--- config.mk ---
export PLATFORM = sky130hd
export DESIGN_NAME = ramp_arbiter
export DESIGN_NICKNAME = d
export VERILOG_FILES = /design/src/rtl/ramp_arb_pkg.sv /design/src/rtl/ramp_rr_pick.sv /design/src/rtl/ramp_arbiter.sv
export SDC_FILE = /design/constraint.sdc
export NUM_CORES = 1
export LEC_CHECK = 0
export CORE_UTILIZATION = 45
export DETAILED_ROUTE_END_ITERATION = 10
export PLACE_DENSITY = 0.71
export SETUP_SLACK_MARGIN = 0.1
export SLEW_MARGIN = 10
export SYNTH_ARGS = -nofsm -noshare
export SYNTH_HDL_FRONTEND = slang
export SYNTH_HIERARCHICAL = 1
export SYNTH_SLANG_ARGS = --single-unit
--- constraint.sdc ---
create_clock -name clk -period 3.6 [get_ports clk]
set_input_delay 0.36 -clock clk [delete_from_list [all_inputs] [get_ports clk]]
set_output_delay 0.36 -clock clk [all_outputs]
set_load 0.01 [all_outputs]
--- src/rtl/ramp_arb_pkg.sv ---
// Shared types and helpers for the round-robin ramp arbiter.
// Holds the controller state encoding and the counter saturation value.
package ramp_arb_pkg;

   typedef enum logic [1:0] {
      IDLE = 2'd0,
      RUN  = 2'd1,
      DONE = 2'd2
   } state_t;

   function automatic int cnt_max(input int w);
      return (1 << w) - 1;
   endfunction

endpackage

--- src/rtl/ramp_rr_pick.sv ---
// Combinational round-robin picker: first set request strictly after `last`, with wrap.
// Zero latency. No backpressure: the result is a pure function of req and last.
module ramp_rr_pick #(
   parameter int N_REQ = 4,
   parameter int IDW   = $clog2(N_REQ)
) (
   input  logic [N_REQ-1:0] req,
   input  logic [IDW-1:0]   last,
   output logic [N_REQ-1:0] pick,
   output logic [IDW-1:0]   pick_id,
   output logic             any
);

   int                  start;
   int                  hit;
   logic                found;
   logic [N_REQ-1:0]    lo;
   logic [2*N_REQ-1:0]  dbl;

   // Lower copy keeps only requests at or above the start point; the upper copy
   // supplies the wrapped-around candidates, so the first set bit is the winner.
   always_comb begin
      start = (int'(last) >= N_REQ - 1) ? 0 : int'(last) + 1;
      for (int i = 0; i < N_REQ; i++) begin
         lo[i] = req[i] && (i >= start);
      end
      dbl   = {req, lo};
      hit   = 0;
      found = 1'b0;
      for (int j = 0; j < 2 * N_REQ; j++) begin
         if (dbl[j] && !found) begin
            hit   = j;
            found = 1'b1;
         end
      end
      if (hit >= N_REQ) begin
         hit = hit - N_REQ;
      end
      any     = |req;
      pick_id = any ? IDW'(hit) : '0;
      for (int i = 0; i < N_REQ; i++) begin
         pick[i] = any && (hit == i);
      end
   end

endmodule

--- src/rtl/ramp_arbiter.sv ---
// Round-robin owner of a shared saturating ramp counter; grant 1 cycle after request,
// ramp 0..MAX, one-cycle done, then one IDLE cycle before the next grant.
module ramp_arbiter
   import ramp_arb_pkg::*;
#(
   parameter int N_REQ = 4,
   parameter int CNT_W = 2
) (
   input  logic                     clk,
   input  logic                     reset,
   input  logic [N_REQ-1:0]         req,
   output logic [N_REQ-1:0]         gnt,
   output logic                     busy,
   output logic [CNT_W-1:0]         cnt,
   output logic                     sat,
   output logic                     done,
   output logic [$clog2(N_REQ)-1:0] gnt_id
);

   localparam int                IDW      = $clog2(N_REQ);
   localparam logic [CNT_W-1:0]  CNT_MAX  = CNT_W'(cnt_max(CNT_W));
   localparam logic [IDW-1:0]    LAST_RST = IDW'(N_REQ - 1);

   state_t             state_q, state_d;
   logic [CNT_W-1:0]   cnt_q, cnt_d;
   logic [IDW-1:0]     last_q, last_d;
   logic [N_REQ-1:0]   gnt_q, gnt_d;
   logic [IDW-1:0]     gnt_id_q, gnt_id_d;
   logic               sat_q, sat_d;
   logic               done_q, done_d;
   logic               busy_q, busy_d;

   logic [N_REQ-1:0]   pick;
   logic [IDW-1:0]     pick_id;
   logic               pick_any;
   logic               own_req;

   ramp_rr_pick #(
      .N_REQ (N_REQ),
      .IDW   (IDW)
   ) u_pick (
      .req     (req),
      .last    (last_q),
      .pick    (pick),
      .pick_id (pick_id),
      .any     (pick_any)
   );

   // gnt_q is one-hot, so masking req with it selects the owner's request bit.
   assign own_req = |(req & gnt_q);

   always_comb begin
      state_d  = state_q;
      cnt_d    = cnt_q;
      last_d   = last_q;
      gnt_d    = gnt_q;
      gnt_id_d = gnt_id_q;
      sat_d    = 1'b0;
      done_d   = 1'b0;
      case (state_q)
         IDLE: begin
            cnt_d = '0;
            gnt_d = '0;
            if (pick_any) begin
               gnt_d    = pick;
               gnt_id_d = pick_id;
               state_d  = RUN;
            end
         end
         RUN: begin
            if (!own_req) begin
               state_d = IDLE;
               gnt_d   = '0;
               cnt_d   = '0;
               last_d  = gnt_id_q;
            end else if (cnt_q < CNT_MAX) begin
               cnt_d = cnt_q + CNT_W'(1);
               sat_d = (cnt_d == CNT_MAX);
            end else begin
               state_d = DONE;
               done_d  = 1'b1;
            end
         end
         DONE: begin
            state_d = IDLE;
            gnt_d   = '0;
            cnt_d   = '0;
            last_d  = gnt_id_q;
         end
         default: begin
            state_d = IDLE;
            gnt_d   = '0;
            cnt_d   = '0;
         end
      endcase
      busy_d = (state_d != IDLE);
   end

   always_ff @(posedge clk or negedge reset) begin
      if (!reset) begin
         state_q  <= IDLE;
         cnt_q    <= '0;
         last_q   <= LAST_RST;
         gnt_q    <= '0;
         gnt_id_q <= '0;
         sat_q    <= 1'b0;
         done_q   <= 1'b0;
         busy_q   <= 1'b0;
      end else begin
         state_q  <= state_d;
         cnt_q    <= cnt_d;
         last_q   <= last_d;
         gnt_q    <= gnt_d;
         gnt_id_q <= gnt_id_d;
         sat_q    <= sat_d;
         done_q   <= done_d;
         busy_q   <= busy_d;
      end
   end

   assign gnt    = gnt_q;
   assign busy   = busy_q;
   assign cnt    = cnt_q;
   assign sat    = sat_q;
   assign done   = done_q;
   assign gnt_id = gnt_id_q;

endmodule

=== Word-level counts from Yosys, hierarchy flattened ===
Index checks and enable logic that the tools add are counted.

* Output and inout port bits: 11
* Logic and storage cells: 91
* Input port bits: 6
* Bits in registers: 15

* Bitwise operators: 1
* Muxes and demuxes: 34
* Eq/ne operators: 8
* Reductions and logical operators: 30
* Magnitude comparators: 7
* Add/sub/neg operators: 3

{| class="wikitable"
|+ Operators with widths
! kind !! count
|-
| $eq A32 B3 Y1 const B || 2
|-
| $ge A3 B32 Y1 const A || 2
|-
| $mux W32 || 2
|-
| $eq A32 B2 Y1 const B || 1
|-
| $ge A1 B32 Y1 const A || 1
|-
| $ge A2 B32 Y1 const A || 1
|-
| $logic_not A32 Y1 || 1
|-
| $mux W2 || 9
|-
| $logic_and A1 B1 Y1 || 15
|-
| $mux W1 || 14
|-
| $mux W3 || 4
|-
| $mux W4 || 2
|-
| $pmux W2 S2 || 2
|-
| $pmux W4 S2 || 1
|-
| $reduce_or A4 Y1 || 2
|-
| $logic_not A1 Y1 || 7
|-
| $and A4 B4 Y4 || 1
|-
| $eq A2 B2 Y1 const B || 2
|-
| $reduce_and A2 Y1 || 2
|-
| $reduce_bool A2 Y1 || 2
|-
| $sub A3 B3 Y4 const B || 1
|-
| $add A2 B1 Y3 const B || 1
|-
| $ge A3 B3 Y1 const B || 1
|-
| $ne A3 B3 Y1 const B || 1
|-
| 6 further kinds || 6
|}

=== Logic depth before layout (Yosys ltp) ===
* Depth in word-level cells: 32
* Mapped depth: 7

=== Hierarchy ===
The synthesis kept the hierarchy.

{| class="wikitable"
|+ By module, submodules not included
! module !! instances !! cells an instance !! area an instance (µm²) !! seq. area each (µm²)
|-
| ramp_arbiter || 1 || 56 || 704.4 || 377.9
|-
| ramp_rr_pick || 1 || 25 || 175.2 || 0.0
|}

=== Worst setup path before layout ===
No wires, ideal clock.

* Path type: flip-flop to flip-flop
* Start: register last_q[0]
* End: register gnt_q[1], in the netlist gnt[1]
* Setup slack: 1.728 ns
* Buffers on the path: 0
* Arrival: 1.751 ns
* Stages on the path, launching flop included: 8
* Cell sequence: dfstp_2 -> inv_1 -> ha_1 -> nor3b_1 -> o22ai_1 -> a21bo_4 -> nor2b_4 -> a22o_2

* Word-level cells in the longest chain between the ends: 32
* Elaborated cells between the ends (all ways): 46
* Classes of those cells: add/sub: 2; order compare: 6; eq/ne: 1; mux: 18; reduce/logical: 19

{| class="wikitable"
|+ Ends and longest elaborated chain
! what !! RTL line !! RTL
|-
| start: declaration || ramp_arbiter.sv:26 || <nowiki>logic [IDW-1:0] last_q, last_d;</nowiki>
|-
| start signal: assignment || ramp_arbiter.sv:112 || <nowiki>last_q <= last_d;</nowiki>
|-
| $add A2 B1 Y3 / $ge A2 B2 Y1 (equally long branches) || ramp_rr_pick.sv:23 || <nowiki>start = (int'(last) >= N_REQ - 1) ? 0 : int'(last) + 1;</nowiki>
|-
| $mux W32 * || ramp_rr_pick.sv:23 ||
|-
| $ge A1 B32 Y1 || ramp_rr_pick.sv:25 || <nowiki>lo[i] = req[i] && (i >= start);</nowiki>
|-
| $logic_and A1 B1 Y1 || ramp_rr_pick.sv:25 ||
|-
| $mux W1 || ramp_rr_pick.sv:31 || <nowiki>if (dbl[j] && !found) begin</nowiki>
|-
| $logic_not A1 Y1 || ramp_rr_pick.sv:31 ||
|-
| $logic_and A1 B1 Y1 || ramp_rr_pick.sv:31 ||
|-
| $mux W1 || ramp_rr_pick.sv:31 ||
|-
| [... 18 more ...] || -- ||
|-
| $sub A3 B3 Y4 / $ge A3 B3 Y1 (equally long branches) || ramp_rr_pick.sv:37, ramp_rr_pick.sv:36 ||
|-
| $mux W32 * || ramp_rr_pick.sv:36 || <nowiki>if (hit >= N_REQ) begin</nowiki>
|-
| net pick_id[0] || ramp_arbiter.sv:34 || <nowiki>logic [IDW-1:0] pick_id;</nowiki>
|-
| $eq A32 B2 Y1 * || ramp_rr_pick.sv:42 || <nowiki>pick[i] = any && (hit == i);</nowiki>
|-
| $logic_and A1 B1 Y1 * || ramp_rr_pick.sv:42 ||
|-
| net pick[1] || ramp_arbiter.sv:33 || <nowiki>logic [N_REQ-1:0] pick;</nowiki>
|-
| $mux W4 * || ramp_arbiter.sv:64 || <nowiki>if (pick_any) begin</nowiki>
|-
| $pmux W4 S2 * || ramp_arbiter.sv:60 || <nowiki>case (state_q)</nowiki>
|-
| end signal: assignment || ramp_arbiter.sv:113 || <nowiki>gnt_q <= gnt_d;</nowiki>
|-
| end: declaration || ramp_arbiter.sv:27 || <nowiki>logic [N_REQ-1:0] gnt_q, gnt_d;</nowiki>
|}

The timed path passes the listed nets; every way through them passes the cells marked *.
A chain may end at the register's enable or synchronous reset.

=== Final worst setup path ===
Ends and elaborated chain as after synthesis.

==> flow_summary_export.csv <==
group,metric,value,unit
layout,synthToLayoutAreaGrowth,23.5,%
sta,fin_worst_skew,0.00701,ns
drt,dr.pass1.iters,4,
drt,avgViaCountPerCell,5.47,
floorplan,core,1780,sq um
layout,fin_util,0.609,
grt,antenna_found_initial,0,
drt,wl_met1,905,um
logic_synthesis,yosysWarningCount,6,
grt,grtUsageTotal,0.194,
sta,drv_slew,0,
flow_run,maxCapViolCount,0,
critical_path,path_cells,"inv_1 > ha_1 > nor3b_1 > o22ai_1 > a21bo_4 > nor2b_4 > a22o_2",
critical_path,arrival,2.19,ns
critical_path,crit_path_end_kind,"flop",
status,outcome,"finished, final reports clean",
power_and_ir_drop,p_leak,0.481,nW
floorplan,placementRows,15,
clock_network,insertion_delay,0.28,ns
critical_path,slowest_stage,"dfstp_2",
sta,finalHoldViolCount,0,
clock_network,clock_path_buffers,2,
layout,n_antenna_cell,0,
sta,rsz0062_at_grt,"false",
placement,dp.cells,121,
logic_synthesis,ys_seq_elements,15,
drt,route.met3.wl,66,um
critical_path,worstSetupPathType,"reg -> reg",
placement,hpwl,1360,um
placement,routabilityCongestion,0.806,
sta,finalSetupTns,0,ns
logic_synthesis,synth_edf_count,0,
clock_network,cts_resized,0,
sta,holdWs,0.483,ns
floorplan,ioPinCount,17,
layout,final_common_cell,"clkdlybuf4s50_1",
critical_path,cp.required,3.76,ns
grt,grt_pass1_vias,609,
logic_synthesis,synthCells,81,
drt,dr.first_iter.drc_count,23,
clock_network,cts_setup_buffers,0,
clock_network,htree_levels,1,
drt,wl,1820,um
logic_synthesis,syn_area,880,sq um
layout,layout.cells.non_filler,125,
power_and_ir_drop,power_density,816,nW/um^2
drt,wl_met2,833,um
logic_synthesis,synthesis.nets,91,
power_and_ir_drop,peakVddDrop,0.000533,V
sta,setup_viol,0,
critical_path,startpoint_type,"flop",
layout,final_net_count,111,
sta,fmax,493,MHz
critical_path,cp_max_fo,6,
drt,vias,684,
logic_synthesis,yosysUniqueCellTypes,33,
clock_network,cts_buffers,3,
critical_path,cpPeakStageDelay,0.57,ns
grt,grt_overflow,0,
logic_synthesis,avgSynthCellArea,10.9,sq um
grt,grt_pass1_wl,2840,um
worst_hold_path,min_path_type,"in -> async",
layout,nFillCells,158,
clock_network,cts-root-buf,"clkbuf_4",
logic_synthesis,synth_flop_cell,"dfrtp_1",
sta,relSlewSlack,0.556,
logic_synthesis,seq_area_frac_synth,0.430,
sta,tightestPinTransition,0.665,ns
placement,port_buffers,16,
clock_network,cts_hold_buf,0,
clock_network,path_clk_slew,0.09,ns
floorplan,initial_utilization,0.493,
drt,drc,0,
layout,drive_above_1_share,0.210,
power_and_ir_drop,power,0.000886,W
grt,grt_start_max_net_pins,16,
clock_network,cts_tree,"built",
logic_synthesis,synthArstFlopShare,1.00,
drt,ant_nets,0,
clock_network,numClockSinks,15,
sta,period_minus_slack,2.03,ns
drt,drt-wirelength-per-cell,14.6,um
layout,final_cell_mix,"clkdlybuf4s50_1, dfrtp_1, o21ai_0, inv_1, nand2_1",
floorplan,die_height,46.2,um
floorplan,die_area,2140,sq um
floorplan,die_w,46.2,um
drt,top_layer,"met4",
sta,fin_crit_sh,0.564,
-- area by class of cell --
class,instances,area [sq um],area share
tap,25,31.3,0.0288
clock buffer,4,26.3,0.0242
sequential,15,378,0.348
inverter,6,22.5,0.0207
multi-input combinational,59,468,0.431
timing repair buffer,16,160,0.147
-- critical path: cells and delay by family, from the launching register on --
family | cells | cell delay (ns)
DFF | 1 | 0.57
adders and majority gates | 1 | 0.35
and+or+nand+nor | 2 | 0.35
buffers and inverters | 1 | 0.05
AOI/OAI and AO/OA | 3 | 0.60
-- Yosys cell counts, drive strengths merged, types with 2 or more instances --
master / n / area (sq um)
dfrtp: 13 / 325
a22oi: 2 / 25.0
nor4: 2 / 12.5
nand2: 5 / 18.8
mux2: 4 / 52.6
a21oi: 3 / 15.0
a31oi: 2 / 12.5
nor2: 5 / 21.3
a22o: 6 / 56.3
o21ai: 7 / 35.0
ha: 4 / 50.1
inv: 6 / 22.5
o31ai: 2 / 15.0
nor2b: 3 / 26.3
dfstp: 2 / 52.6
and2: 4 / 27.5
-- logic make-up after synthesis --
group | after synthesis | synth area share
AND/OR/NAND/NOR | 22 | 0.147
buffers and inverters | 7 | 0.0384
flip-flops | 15 | 0.430
adder cells (fa/ha/maj) | 4 | 0.0569
multiplexers | 4 | 0.0597
AO/OA/AOI/OAI | 28 | 0.259
XOR/XNOR | 1 | 0.00996
-- sequential cells by signal (all words and copies together) (netlist names) --
| register | flops |
|---|---|
| gnt | 4 |
| cnt | 2 |
| gnt_id | 2 |
| last_q | 2 |
| state_q | 2 |
| busy | 1 |
| done | 1 |
| sat | 1 |
-- power by group --
part	switching [W]	internal, W
Combinational	0.000217	0.000265
Sequential	0.0000738	0.000238
Clock	0.0000496	0.0000429
-- metrics by stage --
stage / instance area, sq um / setup WS (ns)
after detailed placement: 1060 / 1.50
after global placement: 1060 / 1.51
final: 1090 / 1.57
after floorplan: 880 / 1.73
after global routing: 1090 / 1.46
after CTS: 1090 / 1.58
-- routing by layer --
layer  GRT usage  vias to the layer above
met2       0.310                       18
li1            -                      338
met3      0.0471                        2
met4      0.0353                        0
met1       0.270                      326
met5           0                        -
-- path summary, 6_finish.rpt --
kind,from,end,slack [ns],cells past startpoint
setup / recovery,last_q[0],gnt[1],1.57,7
hold / removal,reset,busy,0.48,1
setup reg to reg,last_q[0],gnt[1],1.57,7
hold reg to reg,state_q[1],last_q[0],0.55,1
max in group asynchronous,reset,cnt[1],2.69,1
min in group clk,state_q[1],last_q[0],0.55,1
Note: power is estimated with default switching activity, not from simulation.
